===== src/rtl/fractal_sync_pkg.sv =====
// Shared types for the fractal synchronization tree endpoints.
// The signal-pair typedef is a macro because its field widths are set by each module's parameters.
`ifndef FRACTAL_SYNC_PKG_SV
`define FRACTAL_SYNC_PKG_SV

`define FSYNC_TYPEDEF_SIG(name_t, AW, IW) \
  typedef struct packed { \
    logic [(AW)-1:0] aggr; \
    logic [(IW)-1:0] id; \
  } name_t;

package fractal_sync_pkg;

  typedef enum logic [1:0] {
    IDLE = 2'd0,
    SEND = 2'd1,
    WAIT = 2'd2
  } fsync_init_state_e;

endpackage

`endif


===== src/rtl/fractal_sync_initiator.sv =====
// Core-side fractal sync endpoint: one barrier in flight, registered request strobe,
// one-cycle-latency done pulse on match or timeout, with sticky spurious/timeout flags.
module fractal_sync_initiator
  import fractal_sync_pkg::*;
#(
  parameter int unsigned AGGREGATE_WIDTH = 1,
  parameter int unsigned ID_WIDTH        = 1,
  parameter int unsigned TIMEOUT_CYCLES  = 0,
  parameter int unsigned CNT_WIDTH       = 16
) (
  input  logic                       clk_i,
  input  logic                       rst_i,
  input  logic                       bar_valid_i,
  output logic                       bar_ready_o,
  input  logic [AGGREGATE_WIDTH-1:0] bar_aggr_i,
  input  logic [ID_WIDTH-1:0]        bar_id_i,
  output logic                       done_o,
  output logic                       done_error_o,
  output logic [ID_WIDTH-1:0]        done_id_o,
  output logic                       spurious_o,
  output logic                       timeout_o,
  output logic                       req_sync_o,
  output logic [AGGREGATE_WIDTH-1:0] req_aggr_o,
  output logic [ID_WIDTH-1:0]        req_id_o,
  input  logic                       rsp_wake_i,
  input  logic                       rsp_error_i,
  input  logic [AGGREGATE_WIDTH-1:0] rsp_aggr_i,
  input  logic [ID_WIDTH-1:0]        rsp_id_i
);

  `FSYNC_TYPEDEF_SIG(fsync_sig_t, AGGREGATE_WIDTH, ID_WIDTH)

  if (longint'(TIMEOUT_CYCLES) >= (longint'(1) << CNT_WIDTH)) begin : g_cnt_too_narrow
    $error("TIMEOUT_CYCLES does not fit in CNT_WIDTH bits");
  end

  localparam logic [CNT_WIDTH-1:0] TimeoutCnt = CNT_WIDTH'(TIMEOUT_CYCLES);
  localparam bit                   TimeoutEn  = (TIMEOUT_CYCLES != 0);

  fsync_init_state_e    state_q;
  fsync_sig_t           sig_q;
  fsync_sig_t           req_q;
  logic [CNT_WIDTH-1:0] cnt_q, cnt_d;
  logic                 req_sync_q;
  logic                 done_q, done_error_q;
  logic [ID_WIDTH-1:0]  done_id_q;
  logic                 spurious_q, timeout_q;

  logic rsp_any, rsp_match, timeout_hit;

  // Responses only match while a barrier is outstanding; anything in IDLE is spurious.
  assign rsp_any     = rsp_wake_i | rsp_error_i;
  assign rsp_match   = rsp_any && (state_q != IDLE) &&
                       (rsp_id_i == sig_q.id) && (rsp_aggr_i == sig_q.aggr);
  assign cnt_d       = (cnt_q == '1) ? cnt_q : cnt_q + CNT_WIDTH'(1);
  assign timeout_hit = TimeoutEn && (state_q == WAIT) && (cnt_q == TimeoutCnt);

  always_ff @(posedge clk_i) begin
    if (rst_i) begin
      state_q      <= IDLE;
      sig_q        <= '0;
      req_q        <= '0;
      cnt_q        <= '0;
      req_sync_q   <= 1'b0;
      done_q       <= 1'b0;
      done_error_q <= 1'b0;
      done_id_q    <= '0;
      spurious_q   <= 1'b0;
      timeout_q    <= 1'b0;
    end else begin
      req_sync_q <= 1'b0;
      done_q     <= 1'b0;
      if (rsp_any && !rsp_match) begin
        spurious_q <= 1'b1;
      end
      case (state_q)
        IDLE: begin
          if (bar_valid_i) begin
            sig_q   <= '{aggr: bar_aggr_i, id: bar_id_i};
            state_q <= SEND;
          end
        end
        SEND: begin
          cnt_q      <= '0;
          req_sync_q <= 1'b1;
          req_q      <= sig_q;
          if (rsp_match) begin
            done_q       <= 1'b1;
            done_error_q <= rsp_error_i;
            done_id_q    <= sig_q.id;
            state_q      <= IDLE;
          end else begin
            state_q <= WAIT;
          end
        end
        WAIT: begin
          cnt_q <= cnt_d;
          // A match in the timeout cycle takes priority and completes cleanly.
          if (rsp_match) begin
            done_q       <= 1'b1;
            done_error_q <= rsp_error_i;
            done_id_q    <= sig_q.id;
            state_q      <= IDLE;
          end else if (timeout_hit) begin
            done_q       <= 1'b1;
            done_error_q <= 1'b1;
            done_id_q    <= sig_q.id;
            timeout_q    <= 1'b1;
            state_q      <= IDLE;
          end
        end
        default: state_q <= IDLE;
      endcase
    end
  end

  assign bar_ready_o  = (state_q == IDLE);
  assign req_sync_o   = req_sync_q;
  assign req_aggr_o   = req_q.aggr;
  assign req_id_o     = req_q.id;
  assign done_o       = done_q;
  assign done_error_o = done_error_q;
  assign done_id_o    = done_id_q;
  assign spurious_o   = spurious_q;
  assign timeout_o    = timeout_q;

endmodule


===== config.mk =====
export PLATFORM = sky130hd
export DESIGN_NAME = fractal_sync_initiator
export DESIGN_NICKNAME = d
export VERILOG_FILES = /design/src/rtl/fractal_sync_pkg.sv /design/src/rtl/fractal_sync_initiator.sv
export SDC_FILE = /design/constraint.sdc
export NUM_CORES = 1
export LEC_CHECK = 0
export ABC_AREA = 1
export BUFFER_PORTS_ARGS = -buffer_cell sky130_fd_sc_hd__buf_2
export CORE_AREA = 10 10 47 49
export DETAILED_ROUTE_END_ITERATION = 10
export DIE_AREA = 0 0 57 59
export HOLD_SLACK_MARGIN = 0.06
export SLEW_MARGIN = 10
export SYNTH_ARGS = -nofsm -noshare
export SYNTH_HDL_FRONTEND = slang
export SYNTH_SLANG_ARGS = --single-unit

===== constraint.sdc =====
create_clock -name clk_i -period 1.4 [get_ports clk_i]
set_input_delay 0.35 -clock clk_i [delete_from_list [all_inputs] [get_ports clk_i]]
set_output_delay 0.35 -clock clk_i [all_outputs]
set_load 0.03 [all_outputs]

* After elaboration in Yosys (flattened, before gate mapping)
Index checks and enable logic that the tools add are counted.
** Cells by class
- Equal/unequal tests :: 6
- Multiplexer cells :: 6
- Reductions and logical operators :: 12
- Bitwise logic cells :: 2
** Operator list (number)
- 2-to-1 mux 2 bit :: 3
- case mux 2 bit (3 select lines) :: 1
- AND reduction 2 bit :: 3
- logical AND 1 bit :: 4
- != test 2 bit (second input constant) :: 2
- OR reduction 2 bit :: 2
- == test 1 bit :: 2
- == test 2 x 1 -> 1 bit (second input constant) :: 1
- == test 2 bit (second input constant) :: 1
- zero test 2 bit :: 1
- 2-to-1 mux 1 bit :: 2
- nonzero test 2 bit :: 1
- zero test 1 bit :: 1
- inverter 1 bit :: 1
- bitwise OR 1 bit :: 1
** Storage, ports and cells
- Word-level logic and storage cells :: 36
- Input bits :: 9
- Output and inout bits :: 9
- Register bits :: 11

* Depth between registers and ports, before layout
- Depth in word-level cells :: 6
- Gate-level depth with buffers :: 9
- Mapped depth without buffers :: 9

* Least setup slack after synthesis
No wires, ideal clock.
- Path type :: register -> register
- From :: reg state_q[0]
- To :: reg done_id_q, in the netlist done_id_o
- Period minus slack after synthesis :: 1.429 ns
- Library setup time :: 0.116 ns
- Path buffers :: 0
- Slack :: -0.029 ns
- Cell stages (with the launch flop) :: 9
- Required time :: 1.284 ns
- Arrival time :: 1.313 ns
- Cells stage by stage :: dfxtp_1 inv_1 ha_1 a21oi_1 nand3_2 nor2_2 inv_1 nor2_1 nor2_1
** On the way
- Word-level cells in the longest chain between the ends :: 5
- Elaborated cells on any way between the ends :: 8
- Classes of those cells :: 2 x eq/ne; 6 x reduce/logical
** RTL lines
- start: declaration :: line fractal_sync_initiator.sv:40 : fsync_init_state_e state_q;
- start signal: assignment :: line fractal_sync_initiator.sv:60 : state_q <= IDLE;
- start signal: assignment :: line fractal_sync_initiator.sv:80 : state_q <= SEND;
- start signal: assignment :: line fractal_sync_initiator.sv:91 : state_q <= IDLE;
- nonzero test 2 bit :: line fractal_sync_initiator.sv:53 : assign rsp_match = rsp_any && (state_q != IDLE) &&
- logical AND 1 bit (2 in series) :: line fractal_sync_initiator.sv:53
- logical AND 1 bit :: line fractal_sync_initiator.sv:54 : (rsp_id_i == sig_q.id) && (rsp_aggr_i == sig_q.aggr);
- AND reduction 2 bit (no source line) *
- end signal: assignment :: line fractal_sync_initiator.sv:90 : done_id_q <= sig_q.id;
- end signal: assignment :: line fractal_sync_initiator.sv:102 : done_id_q <= sig_q.id;
- end signal: assignment :: line fractal_sync_initiator.sv:107 : done_id_q <= sig_q.id;
- end: declaration :: line fractal_sync_initiator.sv:46 : logic [ID_WIDTH-1:0] done_id_q;
Mark *: on every way between the ends. The rest lies on a longest branch, timed or not.
A chain may end at the register's enable or synchronous reset.

* Final worst setup path
- From :: reg state_q[1]
- To :: out bar_ready_o
** On the way
- Word-level cells in the longest chain between the ends :: 1
** RTL lines
- zero test 2 bit :: line fractal_sync_initiator.sv:117 : assign bar_ready_o = (state_q == IDLE);
- end: declaration :: line fractal_sync_initiator.sv:14 : output logic bar_ready_o,
No other way between the ends.

==> results.md <==
* DR iter-0 viols at 13
* Post-Synth Adder-Cell Area at 0.0750
* Clock latency on the worst-skew pair at 270 ps
* Combinational power share at 0.377
* Die Wd at 57 um
* Synthesized Nets at 82
* Clk slew on worst S/H paths at 70 ps
* Final Hold Viols at 0
* Multiplexer share of the synthesized area at 0
* Area leader, netlist: dfxtp_1
* Clock share of power at 0.223
* WP data arrival at 1000 ps
* Wirelength per Cell at 11.7 um
* Syn-to-layout area delta at 29.5%
* Hold_buf cts at 0
* Switching power share of the total at 0.377
* GR Overflow Total at 0
* Die Ht at 59 um
* Post-synth top flop: dfxtp_1
* Synth cell types at 12
* Pwr dens at 1490 nW/um2
* Synth area leaders: dfxtp_1 44%, nor2_1 14%, inv_1 9.0%
* Initial Util at 0.357
* Filler Cells Inserted at 156
* Yosys top cell area share at 0.440
* Initial antenna violation count at 0
* Part of the cycle the worst path needs at 0.961
* Most instantiated cells after synthesis: 18 x nor2_1, 12 x inv_1, 11 x dfxtp_1, 9 x nand2_1, 6 x o21ai_0
* Synthesized area at 500 um2
* Largest net degree at the start of global routing at 8
* Number of flops mapped to enable cells by yosys at 0
* Max Clk Rate at 743 MHz
* # Max-Cap Violations at 0
* Compound-gate portion of the synthesized area at 0.100
* Port bufs at 16
* Top Ports at 18
* Min-Delay Path Depth at 2
* Slew Viols, Final at 0
* Setup TNS at 0 ps
* Sequential power share at 0.400
* Post-route ant nets at 0
* Synth Instances at 70
* Detailed Route WL at 1.23 mm
* Peak VDD IR at 0.523 mV
* Root cell of the clock tree: clkbuf_4
* Via count at 473
* Layout cells sized above 1 at 0.326
* DR vias/cell at 4.50
* Clock skew at 3.10 ps
* FF+latch count, synth at 11
* Nets at 102
* WP data required at 1050 ps
* Pleak at 0.000345 uW
* Sequential fraction of the synthesis area at 0.440
* Setup Viol. Count Final at 0
* CTS tree: done
* Row count at 14
* Inst Count DP at 101
* CP Class: flop to primary output
* FF+latch area at 221 um2
* Int Power at 602 uW
* Gr usage total at 0.0782
* Critical Path Source Type: flop
* RSZ-0062 raised after global routing: no
* Core area at 1400 um2
* Final core occ at 0.463
* Worst Setup End Kind: primary output
* # H-tree levels at 1
* GPL Wtd Cong at 0.810
* ANT cells at 0
* Post-synth ARST share at 0
* Vias in the first global route at 478
* Number of CTS-inserted buffers at 3
* Status: completed
* WHS at 297 ps
* Count leader, synth: nor2_1
* Area of the multi-input gates at 249 um2
* Dpl ws at 39.4 ps
* CP Max Fanout at 4
* Post-Synth XOR/XNOR Area at 0
* Worst Reg-to-Reg Cells at 8
* Largest family of logic cells by synthesized area: simple AND/OR/NAND/NOR gates
* Clock sinks at 11
* # DRC at 0
* YS warnings at 0
* CTS Buffer Depth at 2
* Final std cells w/o fill at 105
* Switch Pwr at 364 uW
* Die area at 3360 um2
* Drt first pass iters at 4
* Post-synthesis simple-gate area fraction at 0.273
* Final setup margin at 54.1 ps
* First-pass GRT wire length at 2.03 mm
* Tmin final at 1350 ps
* Worst hold path type: input port to flop
* Avg Inst Size Synth at 7.15 um2
* Detailed Place HPWL at 941 um
-- registers in the layout (all words and copies together), names as in the netlist --
register      flops
state_q           2
req_id_o          1
done_o            1
req_aggr_o        1
sig_q             2
done_error_o      1
req_sync_o        1
spurious_o        1
done_id_o         1
-- worst paths after layout --
| check | startpoint | endpoint | slack, ps |
|---|---|---|---|
| setup reg to reg | state_q[1]$_SDFFE_PP0P_ | done_error_o$_SDFFE_PP0P_ | 90 |
| hold reg to reg | spurious_o$_SDFFE_PP0P_ | spurious_o$_SDFFE_PP0P_ | 480 |
| setup / recovery | state_q[1]$_SDFFE_PP0P_ | bar_ready_o | 50 |
| hold / removal | rst_i | state_q[0]$_SDFFE_PP0P_ | 300 |
-- through the flow --
| stage | power, uW | instance area, um2 |
|---|---|---|
| floorplan | 626 | 503 |
| finish | 967 | 648 |
| detailed placement | 703 | 596 |
| global placement | 700 | 596 |
| CTS | 958 | 643 |
| global route | 1050 | 648 |
-- power groups by stage --
stage	registers, uW	logic, uW	clock network (uW)
after detailed placement	389	314	0
final	387	364	216
after global routing	394	412	245
after global placement	388	312	0
after floorplan	428	199	0
after CTS	383	355	221
-- cells by family after synthesis --
kind of cell | after synthesis
and+or+nand+nor | 32
buffers and inverters | 13
other | 1
AOI/OAI and AO/OA | 10
DFF | 11
adders and majority gates | 3
-- area by class of cell --
cell class	instances	area share
well taps	16	0.0309
repair buffers	16	0.133
clock buffers	4	0.0405
flip-flops and latches	11	0.342
multi-input cells	46	0.384
inverters	12	0.0695
-- placed cells by master (no fill, tap or decap) --
master and instances:
a21oi_1 3, a21oi_2 1, buf_2 15, buf_6 1, clkbuf_1 1, clkbuf_4 3
conb_1 1, dfxtp_1 10, dfxtp_2 1, ha_1 2, ha_4 1, inv_1 10
inv_2 2, nand2_1 9, nand2_2 2, nand3_2 1, nor2_1 18, nor2_2 1
nor2_4 1, o21ai_0 6
-- layer usage --
layer  wire length (um)  share of wire  track usage
met3                 86          0.070       0.0429
met1                479           0.39       0.0686
met4                 52          0.042       0.0604
met2                614           0.50        0.132
met5                  0              0            0
-- worst max-delay path, cell delays in order, from the launching register on --
cell and delay (ps):
dfxtp_1 350, inv_2 70, ha_4 170, buf_6 140
-- what timing repair did --
item                       CTS  global route
setup buffers                0             0
cloned                       0             0
hold endpoints to repair     0             0
pin swaps                    0             1
gates resized for setup      4             4
setup endpoints to repair    1             5
(Power assumes the default switching activity.)
